$ cat src/rtl/seg7_scan_driver.sv
// seg7_scan_driver: 4-digit common-anode multiplexed seven-segment driver.
// Latency: anode/segment/dp are registered, one clock behind presc/digit_idx.
// Backpressure: none; loads are always accepted and held until the frame boundary.
//
// Ports:
//   clockIn    - system clock, rising edge
//   reset      - synchronous, active-low
//   load       - capture strobe for value/dp_in into the shadow register
//   value      - four hex digits, [3:0] = digit 0 (rightmost)
//   dp_in      - decimal point request per digit (1 = lit)
//   digit_en   - per-digit enable (0 = digit kept dark)
//   anode      - active-low digit select
//   segment    - active-low segments {g,f,e,d,c,b,a}
//   dp         - active-low decimal point
//   pending    - a loaded value is waiting for the frame boundary
//   frame_tick - one-cycle pulse after the digit-3 slot ends
//
// Optional feature: define SEG7_LEADING_ZERO_BLANK_EN to suppress leading
// zeros on digits 3..1 (digit 0 always shown).

module seg7_scan_driver #(
  parameter int SCAN_BITS  = 16,
  parameter int GAP_CYCLES = 64
) (
  input  logic        clockIn,
  input  logic        reset,
  input  logic        load,
  input  logic [15:0] value,
  input  logic [3:0]  dp_in,
  input  logic [3:0]  digit_en,
  output logic [3:0]  anode,
  output logic [6:0]  segment,
  output logic        dp,
  output logic        pending,
  output logic        frame_tick
);

  localparam logic [SCAN_BITS-1:0] GAP_LIM = SCAN_BITS'(GAP_CYCLES);

  logic [SCAN_BITS-1:0] presc_q, presc_d;
  logic [1:0]           digit_idx_q, digit_idx_d;
  logic [15:0]          shadow_q, shadow_d;
  logic [15:0]          disp_q, disp_d;
  logic [3:0]           shadow_dp_q, shadow_dp_d;
  logic [3:0]           disp_dp_q, disp_dp_d;
  logic                 pending_q, pending_d;
  logic [3:0]           anode_q, anode_d;
  logic [6:0]           segment_q, segment_d;
  logic                 dp_q, dp_d;
  logic                 frame_tick_q, frame_tick_d;

  logic                 wrap;
  logic                 frame_end;
  logic                 in_gap;
  logic                 lit;
  logic [3:0]           cur_nib;
  logic [3:0]           blank;

  function automatic logic [6:0] hex_to_seg(input logic [3:0] h);
    logic [6:0] s;
    case (h)
      4'h0:    s = 7'b1000000;
      4'h1:    s = 7'b1111001;
      4'h2:    s = 7'b0100100;
      4'h3:    s = 7'b0110000;
      4'h4:    s = 7'b0011001;
      4'h5:    s = 7'b0010010;
      4'h6:    s = 7'b0000010;
      4'h7:    s = 7'b1111000;
      4'h8:    s = 7'b0000000;
      4'h9:    s = 7'b0010000;
      4'hA:    s = 7'b0001000;
      4'hB:    s = 7'b0000011;
      4'hC:    s = 7'b1000110;
      4'hD:    s = 7'b0100001;
      4'hE:    s = 7'b0000110;
      default: s = 7'b0001110;
    endcase
    return s;
  endfunction

  // A zero-length gap would make "presc < 0" a constant compare; handle it structurally.
  generate
    if (GAP_CYCLES == 0) begin : g_nogap
      assign in_gap = 1'b0;
    end else begin : g_gap
      assign in_gap = (presc_q < GAP_LIM);
    end
  endgenerate

`ifdef SEG7_LEADING_ZERO_BLANK_EN
  // Chain from the top digit down: a digit is blank only if it and every
  // digit above it are zero with no decimal point requested.
  always_comb begin
    blank    = 4'b0000;
    blank[3] = (disp_q[15:12] == 4'h0) && !disp_dp_q[3];
    blank[2] = blank[3] && (disp_q[11:8] == 4'h0) && !disp_dp_q[2];
    blank[1] = blank[2] && (disp_q[7:4] == 4'h0) && !disp_dp_q[1];
  end
`else
  assign blank = 4'b0000;
`endif

  always_comb begin
    presc_d      = presc_q + 1'b1;
    wrap         = (presc_q == {SCAN_BITS{1'b1}});
    digit_idx_d  = wrap ? digit_idx_q + 2'd1 : digit_idx_q;
    frame_end    = wrap && (digit_idx_q == 2'd3);
    frame_tick_d = frame_end;

    shadow_d    = shadow_q;
    shadow_dp_d = shadow_dp_q;
    disp_d      = disp_q;
    disp_dp_d   = disp_dp_q;
    pending_d   = pending_q;

    if (load) begin
      shadow_d    = value;
      shadow_dp_d = dp_in;
      pending_d   = 1'b1;
    end

    // Commit only at the frame boundary so a frame never mixes old and new
    // digits. A load on this very edge bypasses the shadow straight to disp.
    if (frame_end) begin
      if (load) begin
        disp_d    = value;
        disp_dp_d = dp_in;
      end else if (pending_q) begin
        disp_d    = shadow_q;
        disp_dp_d = shadow_dp_q;
      end
      pending_d = 1'b0;
    end

    cur_nib   = disp_q[{digit_idx_q, 2'b00} +: 4];
    lit       = digit_en[digit_idx_q] && !in_gap && !blank[digit_idx_q];
    anode_d   = 4'b1111;
    if (lit) anode_d[digit_idx_q] = 1'b0;
    segment_d = lit ? hex_to_seg(cur_nib) : 7'b1111111;
    dp_d      = lit ? ~disp_dp_q[digit_idx_q] : 1'b1;
  end

  always_ff @(posedge clockIn) begin
    if (!reset) begin
      presc_q      <= '0;
      digit_idx_q  <= 2'd0;
      shadow_q     <= 16'h0000;
      disp_q       <= 16'h0000;
      shadow_dp_q  <= 4'h0;
      disp_dp_q    <= 4'h0;
      pending_q    <= 1'b0;
      anode_q      <= 4'b1111;
      segment_q    <= 7'b1111111;
      dp_q         <= 1'b1;
      frame_tick_q <= 1'b0;
    end else begin
      presc_q      <= presc_d;
      digit_idx_q  <= digit_idx_d;
      shadow_q     <= shadow_d;
      disp_q       <= disp_d;
      shadow_dp_q  <= shadow_dp_d;
      disp_dp_q    <= disp_dp_d;
      pending_q    <= pending_d;
      anode_q      <= anode_d;
      segment_q    <= segment_d;
      dp_q         <= dp_d;
      frame_tick_q <= frame_tick_d;
    end
  end

  assign anode      = anode_q;
  assign segment    = segment_q;
  assign dp         = dp_q;
  assign pending    = pending_q;
  assign frame_tick = frame_tick_q;

endmodule

$ cat config.mk
export PLATFORM = sky130hd
export DESIGN_NAME = seg7_scan_driver
export DESIGN_NICKNAME = d
export VERILOG_FILES = /design/src/rtl/seg7_scan_driver.sv
export SDC_FILE = /design/constraint.sdc
export NUM_CORES = 1
export LEC_CHECK = 0
export CAP_MARGIN = 25
export CORE_MARGIN = 2
export CORE_UTILIZATION = 55
export DETAILED_ROUTE_END_ITERATION = 8
export PLACE_DENSITY = 0.75
export SLEW_MARGIN = 10
export SYNTH_ARGS = -nofsm -noshare
export SYNTH_HDL_FRONTEND = slang
export SYNTH_SLANG_ARGS = --single-unit
$ cat constraint.sdc
create_clock -name clockIn -period 2.3 [get_ports clockIn]
set_input_delay 0.46 -clock clockIn [delete_from_list [all_inputs] [get_ports clockIn]]
set_output_delay 0.46 -clock clockIn [all_outputs]
set_load 0.02 [all_outputs]
**After elaboration in Yosys (flattened, before gate mapping)**

Memory sizes are Yosys's and may differ from the RTL's. A register that Yosys moved wholly into a read port is not among the register bits.
Index checks and enable logic that the tools add are counted.

- Register bits: 65
- Memory bits (read-only): 112
- Bits of input ports: 27
- Output and inout port bits: 14
- Word-level logic and storage cells: 45
- Memories kept: 1

- Add/subtract/negate cells: 2
- Magnitude comparators: 3
- Equal/unequal tests: 2
- Shift operators: 1
- Multiplexer cells: 12
- Bitwise operators: 3
- Reductions and logical operators: 11

Memories:

| name | words | width | read ports | clocked after Yosys merged registers in | wr ports | line | RTL |
|---|---|---|---|---|---|---|---|
| (no name shown) | 16 | 7 | 1 | 1 | 0 | 61 | `case (h)` |

Operators by type and width:

| cell | number |
|---|---|
| $mux 16 | 2 |
| $add 16x1->16 const B | 1 |
| $eq 16x16->1 const B | 1 |
| $lt 16x7->1 const B | 1 |
| $shiftx 16x5->4 | 1 |
| $mux 4 | 2 |
| $bmux 1 s2 | 3 |
| $logic_and 1x1->1 | 4 |
| $mux 1 | 4 |
| $not 4->4 | 1 |
| $reduce_and 2->1 | 2 |
| $logic_not 1->1 | 3 |
| $lt 2x3->1 const B | 1 |
| $add 2x1->2 const B | 1 |
| $demux 1 s2 | 1 |
| $eq 2x2->1 const B | 1 |
| $ge 2x1->1 const B | 1 |
| $not 1->1 | 2 |
| $reduce_bool 2->1 | 1 |
| $reduce_or 2->1 | 1 |

**Logic depth before layout (Yosys ltp)**

- Word-level depth: 6
- Gate-level depth with buffers: 8
- Gate-level depth less buffers: 7

**Worst setup path after synthesis**

No wires, ideal clock.

- Kind: register to register
- Start: register digit_idx_q[0]
- End: register segment_q[0], in the netlist segment[0]
- Arrival: 1,778 ps
- Data required time: 2,175 ps
- Slack: 397 ps
- Stages on the path, launching flop included: 8
- Path buffers: 1
- Clock period less this slack: 1,903 ps
- Cells stage by stage: dfxtp_1 buf_4 mux4_2 ha_1 nor3_1 nor3_1 a21oi_1 o21ai_0

- Cells in the longest elaborated chain, start to end: 6
- Elaborated cells between the ends (all ways): 10
- Classes of those cells: 1 x shift; 4 x mux; 5 x reduce/logical

Ends and longest elaborated chain:

| what | line | RTL |
|---|---|---|
| start: declaration | 41 | `logic [1:0] digit_idx_q, digit_idx_d;` |
| start signal: assignment | 159 | `digit_idx_q <= digit_idx_d;` |
| $bmux 1 s2 | 137 | `lit = digit_en[digit_idx_q] && !in_gap && !blank[digit_idx_q];` |
| $mux 1 (implied by the code) | 137 |  |
| $logic_and 1x1->1 / $logic_not 1->1 (equally long branches) | 137 |  |
| $logic_and 1x1->1 | 137 |  |
| $reduce_and 2->1 (no source line) | -- |  |
| $logic_not 1->1 (no source line) | -- |  |
| end: declaration | 48 | `logic [6:0] segment_q, segment_d;` |

Several ways; a longest one is shown, not always the timed one. The select of a mux whose other input is x is not followed.
A chain may end at the register's enable or synchronous reset.

**Worst setup path after layout**

- Start: register digit_idx_q[0]
- End: register segment_q[4], in the netlist segment[4]

The elaborated chain is that of the path after synthesis.

==> metrics.yaml <==
syn_area_sq_um: 3287
final_util: 0.6843
r2r_end: "segment[4]"
final_max_slew_viol_count: 0
final.setup.tns_ns: 0
arrival_ns: 2.18
ys_types: 38
htree_levels: 3
worstSkewPairLatency_ns: 0.35
status: "finished, final reports clean"
crit_required_ns: 2.49
cap_violations: 0
cpPeakStageDelay_ns: 0.47
drc: 0
area_delta_synth_final_pct: 21.81
r2r-start: "digit_idx_q[0]"
port_buffers: 40
worstHoldPathCells: 1
power_density_nw_per_um2: 636.4
rows: 28
min_to: "presc_q[0]"
reg2reg_slack_ns: 0.31
grt_util_all_layers: 0.1908
drt_pass1_iterations: 4
crit_chain: "buf_4, mux2i_1, mux2i_4, mux2_2, nand2_1, o311ai_0"
switching_power_uw: 529.7
die-area_sq_um: 6611
worst_setup_path_end_kind: "register"
synth.top_cell.area_share: 0.4385
p_clk_frac: 0.445
grt_overflow: 0
ys_top_cells_by_area: "dfxtp_1 44%, mux2_4 9.1%, mux2i_1 8.5%"
grt-busiest-layer: "met2"
design.portCount: 41
numCtsBuffers: 9
cts_tree: "built"
intPower_mw: 2.019
crit_start: "digit_idx_q[0]"
slew-limit-headroom: 0.5804
cts_buffer_depth: 2
wl_per_cell_um: 13.58
dp_hpwl_mm: 3.947
worst_pin_slew_ns: 0.6252
num_antenna_cells: 0
seqCellArea_sq_um: 1441
seq_power_share: 0.504
wl_mm: 5.731
die_height_um: 81.31
period_share: 0.8637
r2r_cells: 6
nFillCells: 431
yosysTopAreaCell: "dfxtp_1"
drive_gt1_frac: 0.1671
synth_area_per_cell_sq_um: 11.10
first_global_vias: 2027
setup_viol: 0
synth-seq-cells: 72
worst_path_max_delay_cell: "mux2i_1"
grtUsageMet2: 0.2893
cts_resized: 0
grt_pass1_wl_mm: 9.508
cts_setup_buffers: 0
num_vias: 2194
ir_drop_mv: 0.5045
mostFrequentLayoutCells: "72 x dfxtp_1, 40 x clkdlybuf4s50_1, 34 x and2_1"
critPathBufInv: 1
max_clock_freq_mhz: 503.4
viasPerCell: 5.199
fin_nets: 380
grt_max_degree: 44
clock_skew_ns: 0.007417
hp-start: "presc_q[0]"
synth_nets: 334
ys_seq_area_frac: 0.4385
antenna_left: 0
crit_family: "multiplexers"
multiInputGateArea_sq_um: 1748
place_congestion: 0.8211
critPathKind: "reg2reg"
clk_pin_slew_ns: 0.07
grt.met3_usage: 0.04111
final_common_cell: "dfxtp_1"
switching_share: 0.2079
core_sq_um: 5851
synth_warnings: 0
antenna_found_initial: 0
start_util: 0.5618
clock-sinks: 72
holdBufCountCts: 0
p_leak_nw: 1.671
drtIter0Drc: 98
grt_use_met1: 0.2537
hold_viol_final: 0
cts-root-buf: "clkbuf_8"
combPwrFrac: 0.051
hp-class: "reg2reg"
grt_setup_unrepaired: "false"
path_max_fanout: 10
period_needed_ns: 1.986
synthCells: 296
die_x_um: 81.31
crit_path_start_kind: "register"
==> worst reg2reg max path: cells and delay by family (launching register included) <==
family | cells | cell delay (ns)
AND/OR/NAND/NOR | 1 | 0.07
buffers and inverters | 1 | 0.24
AO/OA/AOI/OAI | 1 | 0.12
multiplexers | 3 | 1.01
flip-flops | 1 | 0.40
==> flip-flops by register name (all words and copies together), names as in the netlist <==
name         count
dp               1
anode            4
shadow_dp_q      4
frame_tick       1
disp_q          16
shadow_q        16
disp_dp_q        4
digit_idx_q      2
segment          7
pending          1
presc_q         16
==> metrics by stage <==
step	hold slack (ns)	cells	worst slack (ns)	total power, mW	instance area, sq um
floorplan	0.4366	296	0.3969	1.377	3287
global placement	0.4530	406	0.3003	1.441	3774
detailed placement	0.4737	406	0.2569	1.444	3774
CTS	0.4876	422	0.3134	2.569	4004
global route	0.5302	422	0.1359	2.630	4004
finish	0.4899	422	0.3135	2.548	4004
==> power by group through the flow <==
stage	registers (mW)	clock network, mW	logic (mW)
2_1_floorplan	1.31	0	0.0664
3_3_place_gp	1.31	0	0.130
3_5_place_dp	1.31	0	0.131
4_1_cts	1.28	1.15	0.132
5_1_grt	1.29	1.20	0.144
6_report	1.28	1.13	0.130
==> layout make-up <==
type	count	area share
Multi-Input combinational cell	204	0.4366
Sequential cell	72	0.3600
Timing Repair Buffer	49	0.1169
Clock buffer	11	0.03781
Tap cell	75	0.02344
Clock inverter	5	0.01969
Inverter	6	0.005625
==> synth_stat cells (all sizes together) <==
master and number:
dfxtp 72, and2 34, mux2i 29, nor2b 25, mux2 22, nand2 14
ha 11, xnor2 10, clkbuf 8, nand3 7, buf 6, inv 6
nor2 6, xor2 6, nand4 5, o21ai 5, a21oi 4, and3 4
mux4 4, nor3 4, o311ai 3, nor3b 2, nor4 2, o221ai 2
a211oi 1, a21boi 1, and4 1, o211ai 1, or3 1
==> logic make-up after synthesis <==
kind of cell               Yosys count  share of synthesized area
muxes                               55                     0.2177
AOI/OAI and AO/OA                   17                    0.03807
adders and majority gates           11                    0.04187
xor gates and xnor gates            16                    0.04263
and+or+nand+nor                    105                     0.1915
buffers and inverters               20                    0.02969
DFF                                 72                     0.4385
==> worst max-delay path by stage <==
stage,endpoint,slack (ns),depth (start not counted)
final,segment[4],0.31,6
after global routing,segment[4],0.14,6
after CTS,disp_q[6],0.31,6
after detailed placement,disp_q[4],0.26,5
after global placement,disp_dp_q[2],0.30,5
after floorplan,segment[0],0.40,7
==> metal layers <==
layer,share of wire,up-vias
li1,-,1107
met4,0.020,0
met5,0,-
met2,0.45,48
met1,0.49,1028
met3,0.041,11
Power figures use the tool's default switching activity.
==> RTL edit 1: new RTL, config.mk and constraints unchanged <==
Change the parameter `SCAN_BITS` from 16 to 32.
--- a/src/rtl/seg7_scan_driver.sv
+++ b/src/rtl/seg7_scan_driver.sv
@@ -21,3 +21,3 @@
 module seg7_scan_driver #(
-  parameter int SCAN_BITS  = 16,
+  parameter int SCAN_BITS  = 32,
   parameter int GAP_CYCLES = 64
Check against the original RTL: no difference found for any inputs over 10 cycles, from zero or initial values and one cycle with reset low; that may be too few to reach the edited logic, so the function may still have changed.
==> RTL edit 1 against the unedited design <==
- global-route usage grew 1.3 points
- clock skew grew 3.6 ps
- wire length grew 38%
- sequential cell count grew 16
- first-iteration DRC count grew 32%
- synthesized area grew 26%
- cell area grew 23%
- power grew 18%
- worst hold slack gained 30 ps
- setup slack lost 78 ps
- combinational power grew 3%
- largest cell class unchanged
- highest routed layer unchanged
==> RTL edit 1: results (changes against the unedited design) <==
register area share after synthesis=0.426 (was 0.439); largest net degree at the start of global routing=32 (was 44); worst r2r path cells=9 (was 6); Cells after DPL=529 (was 406); vias per std cell=5.40 (was 5.20); vias in the first global route=2828 (was 2027); nets=479 (was 380); GP Congestion=0.795 (was 0.821); syn_area_per_cell=10.5 um^2 (was 11.1 um^2); Worst-path clk slew=90 ps (was 70 ps); VDD IR max=0.378 mV (was 0.504 mV); 1st-iter DRT viols=129 (was 98); top post-synthesis cells by area=dfxtp_1 (43%), mux2_4 (7.3%), and2_1 (7.1%), mux2i_1 (6.5%), xnor2_1 (4.9%) (was dfxtp_1 (44%), mux2_4 (9.1%), mux2i_1 (8.5%), and2_1 (6.5%), nor2b_1 (4.8%)); first-pass GRT wire length=13500 um (was 9510 um); Post-Place Worst Slack=212 ps (was 257 ps); slew margin rel.=0.627 (was 0.580); Largest regs=presc_q: 32 flops, disp_q: 16 flops, shadow_q: 16 flops (was disp_q: 16 flops, presc_q: 16 flops, shadow_q: 16 flops); DP HPWL=5520 um (was 3950 um); Total Routing Usage GR=0.204 (was 0.191); final cell count without fillers=545 (was 422); placed cell area=0.00465 mm^2 (was 0.00377 mm^2); top post-synthesis cells by count=dfxtp_1 (88), and2_1 (47), mux2i_1 (27) (was dfxtp_1 (72), and2_1 (34), mux2i_1 (28)); Tmin final=2060 ps (was 1990 ps); R2R setup slack=240 ps (was 310 ps); Critical Path AT=2290 ps (was 2180 ps); multi-input logic area=0.00225 mm^2 (was 0.00175 mm^2); status=complete, no violations (unchanged); Hold Slack=520 ps (was 490 ps); Max Clock Skew=11.0 ps (was 7.42 ps); net count after synthesis=433 (was 334); leakage power=2.03 nW (was 1.67 nW); CP max FO=7 (was 10)
## RTL edit 1: cell count changes after synthesis, moves of 8 or more
cell / unedited run / this run
and2_1: 34 / 47
xnor2_1: 10 / 23
nand2_1: 14 / 22
nand4_1: 4 / 13
dfxtp_1: 72 / 88
## RTL edit 1: how the worst max path moves through the flow
stage	end	slack (ps)	cells after the start
after global routing	segment[0]	60	9
after detailed placement	disp_dp_q[2]	210	6
after floorplan	segment[0]	240	7
final	segment[0]	240	9
after global placement	disp_q[4]	260	6
after CTS	segment[0]	250	9
## RTL edit 1: kinds of logic after synthesis
family / Yosys count / share of synthesized area
compound gates: 23 / 0.0391
xor+xnor: 32 / 0.0678
fa+ha+maj: 11 / 0.0333
buf+inv: 26 / 0.0294
flops: 88 / 0.426
mux: 57 / 0.179
simple gates: 158 / 0.225
## RTL edit 1: metal layers
layer,up-vias,routed length (um),GRT usage
met5,-,0,0
met4,0,127,0.0897
met1,1400,3850,0.272
li1,1470,-,-
met2,61,3600,0.322
met3,10,348,0.0409
## RTL edit 1: final cells by class
type,instances,share of cell area
clock inverters,6,0.0235
flip-flops and latches,88,0.359
clock buffers,10,0.0280
inverters,9,0.00688
multi-input cells,281,0.458
repair buffers,52,0.0989
well taps,99,0.0252
## RTL edit 1: critical path, stage by stage, from the launching register on
cell	delay (ps)
dfxtp_1	430
buf_4	180
mux2i_1	180
mux2_2	280
inv_1	90
ha_1	250
nor3_1	200
a31oi_1	60
a21oi_1	150
o21ai_0	110
## RTL edit 1: report_power, final
group / internal (mW) / switching, mW
logic: 0.0772 / 0.0564
registers: 1.55 / 0.0116
clock network: 0.757 / 0.557
==> RTL edit 2: new RTL, same settings <==
Without the edit above. Reset style: asynchronous (`reset`), changed in one clocked block.
--- a/src/rtl/seg7_scan_driver.sv
+++ b/src/rtl/seg7_scan_driver.sv
@@ -143,3 +143,3 @@
 
-  always_ff @(posedge clockIn) begin
+  always_ff @(posedge clockIn or negedge reset) begin
     if (!reset) begin
Function: differs if reset is asserted again (counterexample within 4 cycles, from zero or initial values and one cycle with reset low); with reset held inactive, the same outputs for 10 cycles.
==> RTL edit 2 against the unedited design <==
- synthesized area decreased by 2.9%
- setup slack improved by 42 ps
- sequential cell count unchanged
- via count decreased by 12%
- synthesized cell count decreased by 23%
- worst hold slack got worse by 390 ps
- first-iteration DRC count decreased by 36%
- power increased by 3.8%
- wire length about the same
- clock skew increased by 1.7 ps
- cell area decreased by 0.72%
- die area decreased by 2.7%
- utilization increased by 3.3 points
==> RTL edit 2: results (changes against the unedited design) <==
slew margin rel.=0.631 (was 0.580); Post-Place Worst Slack=310 ps (was 257 ps); top post-synthesis cells by count=dfrtp_1 (60), mux2_2 (37), dfstp_2 (12) (was dfxtp_1 (72), and2_1 (34), mux2i_1 (28)); number of antenna diodes=0 (unchanged); Synth Area in Compound Gates=0.0219 (was 0.0381); top post-synthesis cells by area=dfrtp_1 (47%), mux2_2 (13%), dfstp_2 (9.9%), mux4_2 (4.9%), ha_1 (4.3%) (was dfxtp_1 (44%), mux2_4 (9.1%), mux2i_1 (8.5%), and2_1 (6.5%), nor2b_1 (4.8%)); Cell variety after synth=31 (was 38); routing usage on met2=0.305 (was 0.289); Longest Clk Path Bufs=2 (unchanged); initial antenna violation count=0 (unchanged); nets=315 (was 380); VDD IR max=0.554 mV (was 0.504 mV); adder-cell share of the synthesized area=0.0431 (was 0.0419); placed cell area=0.00373 mm^2 (was 0.00377 mm^2); register area share after synthesis=0.569 (was 0.439); 1st-iter DRT viols=63 (was 98); GP Congestion=0.818 (was 0.821); R2R setup slack=360 ps (was 310 ps); Worst-path clk slew=approximately 80 ps; Max Clock Skew=9.13 ps (was 7.42 ps); first-pass GRT wire length=9840 um (was 9510 um); Async SR Flop Fraction=1.00 (was 0); M1 GR Usage=0.283 (was 0.254); postcts setup bufs=0 (unchanged); Total Routing Usage GR=0.209 (was 0.191); Critical Path AT=2210 ps (was 2180 ps); most used flip-flop cell after synthesis=dfrtp_1 (was dfxtp_1); Critical R2R Launch=digit_idx_q[0] (unchanged); share of layout cells above drive strength 1=0.294 (was 0.167); CP max FO=5 (was 10); vias in the first global route=2004 (was 2027); vias per std cell=5.44 (was 5.20); Comb. pwr=136 uW (was 130 uW); Top Layer Used=met4 (unchanged); mux cell area share after synthesis=0.210 (was 0.218); net count after synthesis=266 (was 334); switch share=0.206 (was 0.208); status=complete, no violations (unchanged); part of the power in the clock network=0.454 (was 0.445); met1 wire length=2680 um (was 2820 um); CTS buffer count=9 (unchanged); I/O Buffers=40 (unchanged); largest net degree at the start of global routing=42 (was 44); DP HPWL=3990 um (was 3950 um); root buf cell=clkbuf_8 (unchanged); Clk Latency, worst-skew pair=340 ps; Synth Area in XOR/XNOR=0.0521 (was 0.0426); M3 GR Usage=0.0517 (was 0.0411); worst min-delay path class=primary input to async pin (was flop to flop); Setup TNS Final=0 ps (unchanged); leakage power=1.80 nW (was 1.67 nW); slowest stage delay, CP=590 ps (was 470 ps); Critical-path top delay cell=mux4_2 (was mux2i_1); met3 routed WL=251 um (was 236 um); worst r2r path cells=6 (unchanged); drt total wl=5730 um (about the same); DR WL met2=2610 um (was 2560 um); R2R Path End=segment[3] (was segment[4])
[RTL edit 2: cell types whose count changed after synthesis, sizes merged, moves of 4 or more]
| cell | unedited run | this run |
|---|---|---|
| and2 | 34 | 2 |
| nor2b | 25 | 1 |
| dfxtp | 72 | 0 |
| mux2 | 22 | 43 |
| mux2i | 29 | 3 |
| dfrtp | 0 | 60 |
| nor3 | 4 | 0 |
| o21ai | 5 | 0 |
| dfstp | 0 | 12 |
[RTL edit 2: worst register-to-register path: stages, from the launching register on]
cell and delay (ps):
dfrtp_1 460, mux4_2 590, inv_1 160, ha_1 280
mux2i_1 160, nor3b_1 60, a31oi_1 150
[RTL edit 2: layout make-up]
| class | instances | area, um^2 |
|---|---|---|
| sequential | 72 | 1820 |
| fill | 396 | 1570 |
| multi-input combinational | 138 | 1290 |
| timing repair buffer | 50 | 508 |
| clock buffer | 9 | 124 |
| clock inverter | 7 | 119 |
| tap | 72 | 90.1 |
| inverter | 6 | 22.5 |
[RTL edit 2: per-stage QoR]
stage	instances	hold slack, ps	power (mW)	util
after detailed placement	338	440	1.47	0.674
after global routing	354	156	2.74	0.717
final	354	104	2.65	0.717
after CTS	354	106	2.67	0.717
after floorplan	228	164	1.38	-
after global placement	338	427	1.47	0.674
[RTL edit 2: how the worst max path moves through the flow]
| stage | startpoint | end | slack, ps |
|---|---|---|---|
| after CTS | digit_idx_q[0] | segment[3] | 350 |
| after floorplan | digit_idx_q[0] | segment[3] | 400 |
| after detailed placement | load | disp_q[0] | 310 |
| after global placement | load | disp_dp_q[0] | 340 |
| after global routing | digit_idx_q[0] | segment[3] | 230 |
| final | digit_idx_q[0] | segment[3] | 360 |
[RTL edit 2: cells by family after synthesis]
logic type | Yosys count
mux | 53
buf+inv | 18
simple gates | 45
compound gates | 10
fa+ha+maj | 11
xor+xnor | 19
flops | 72
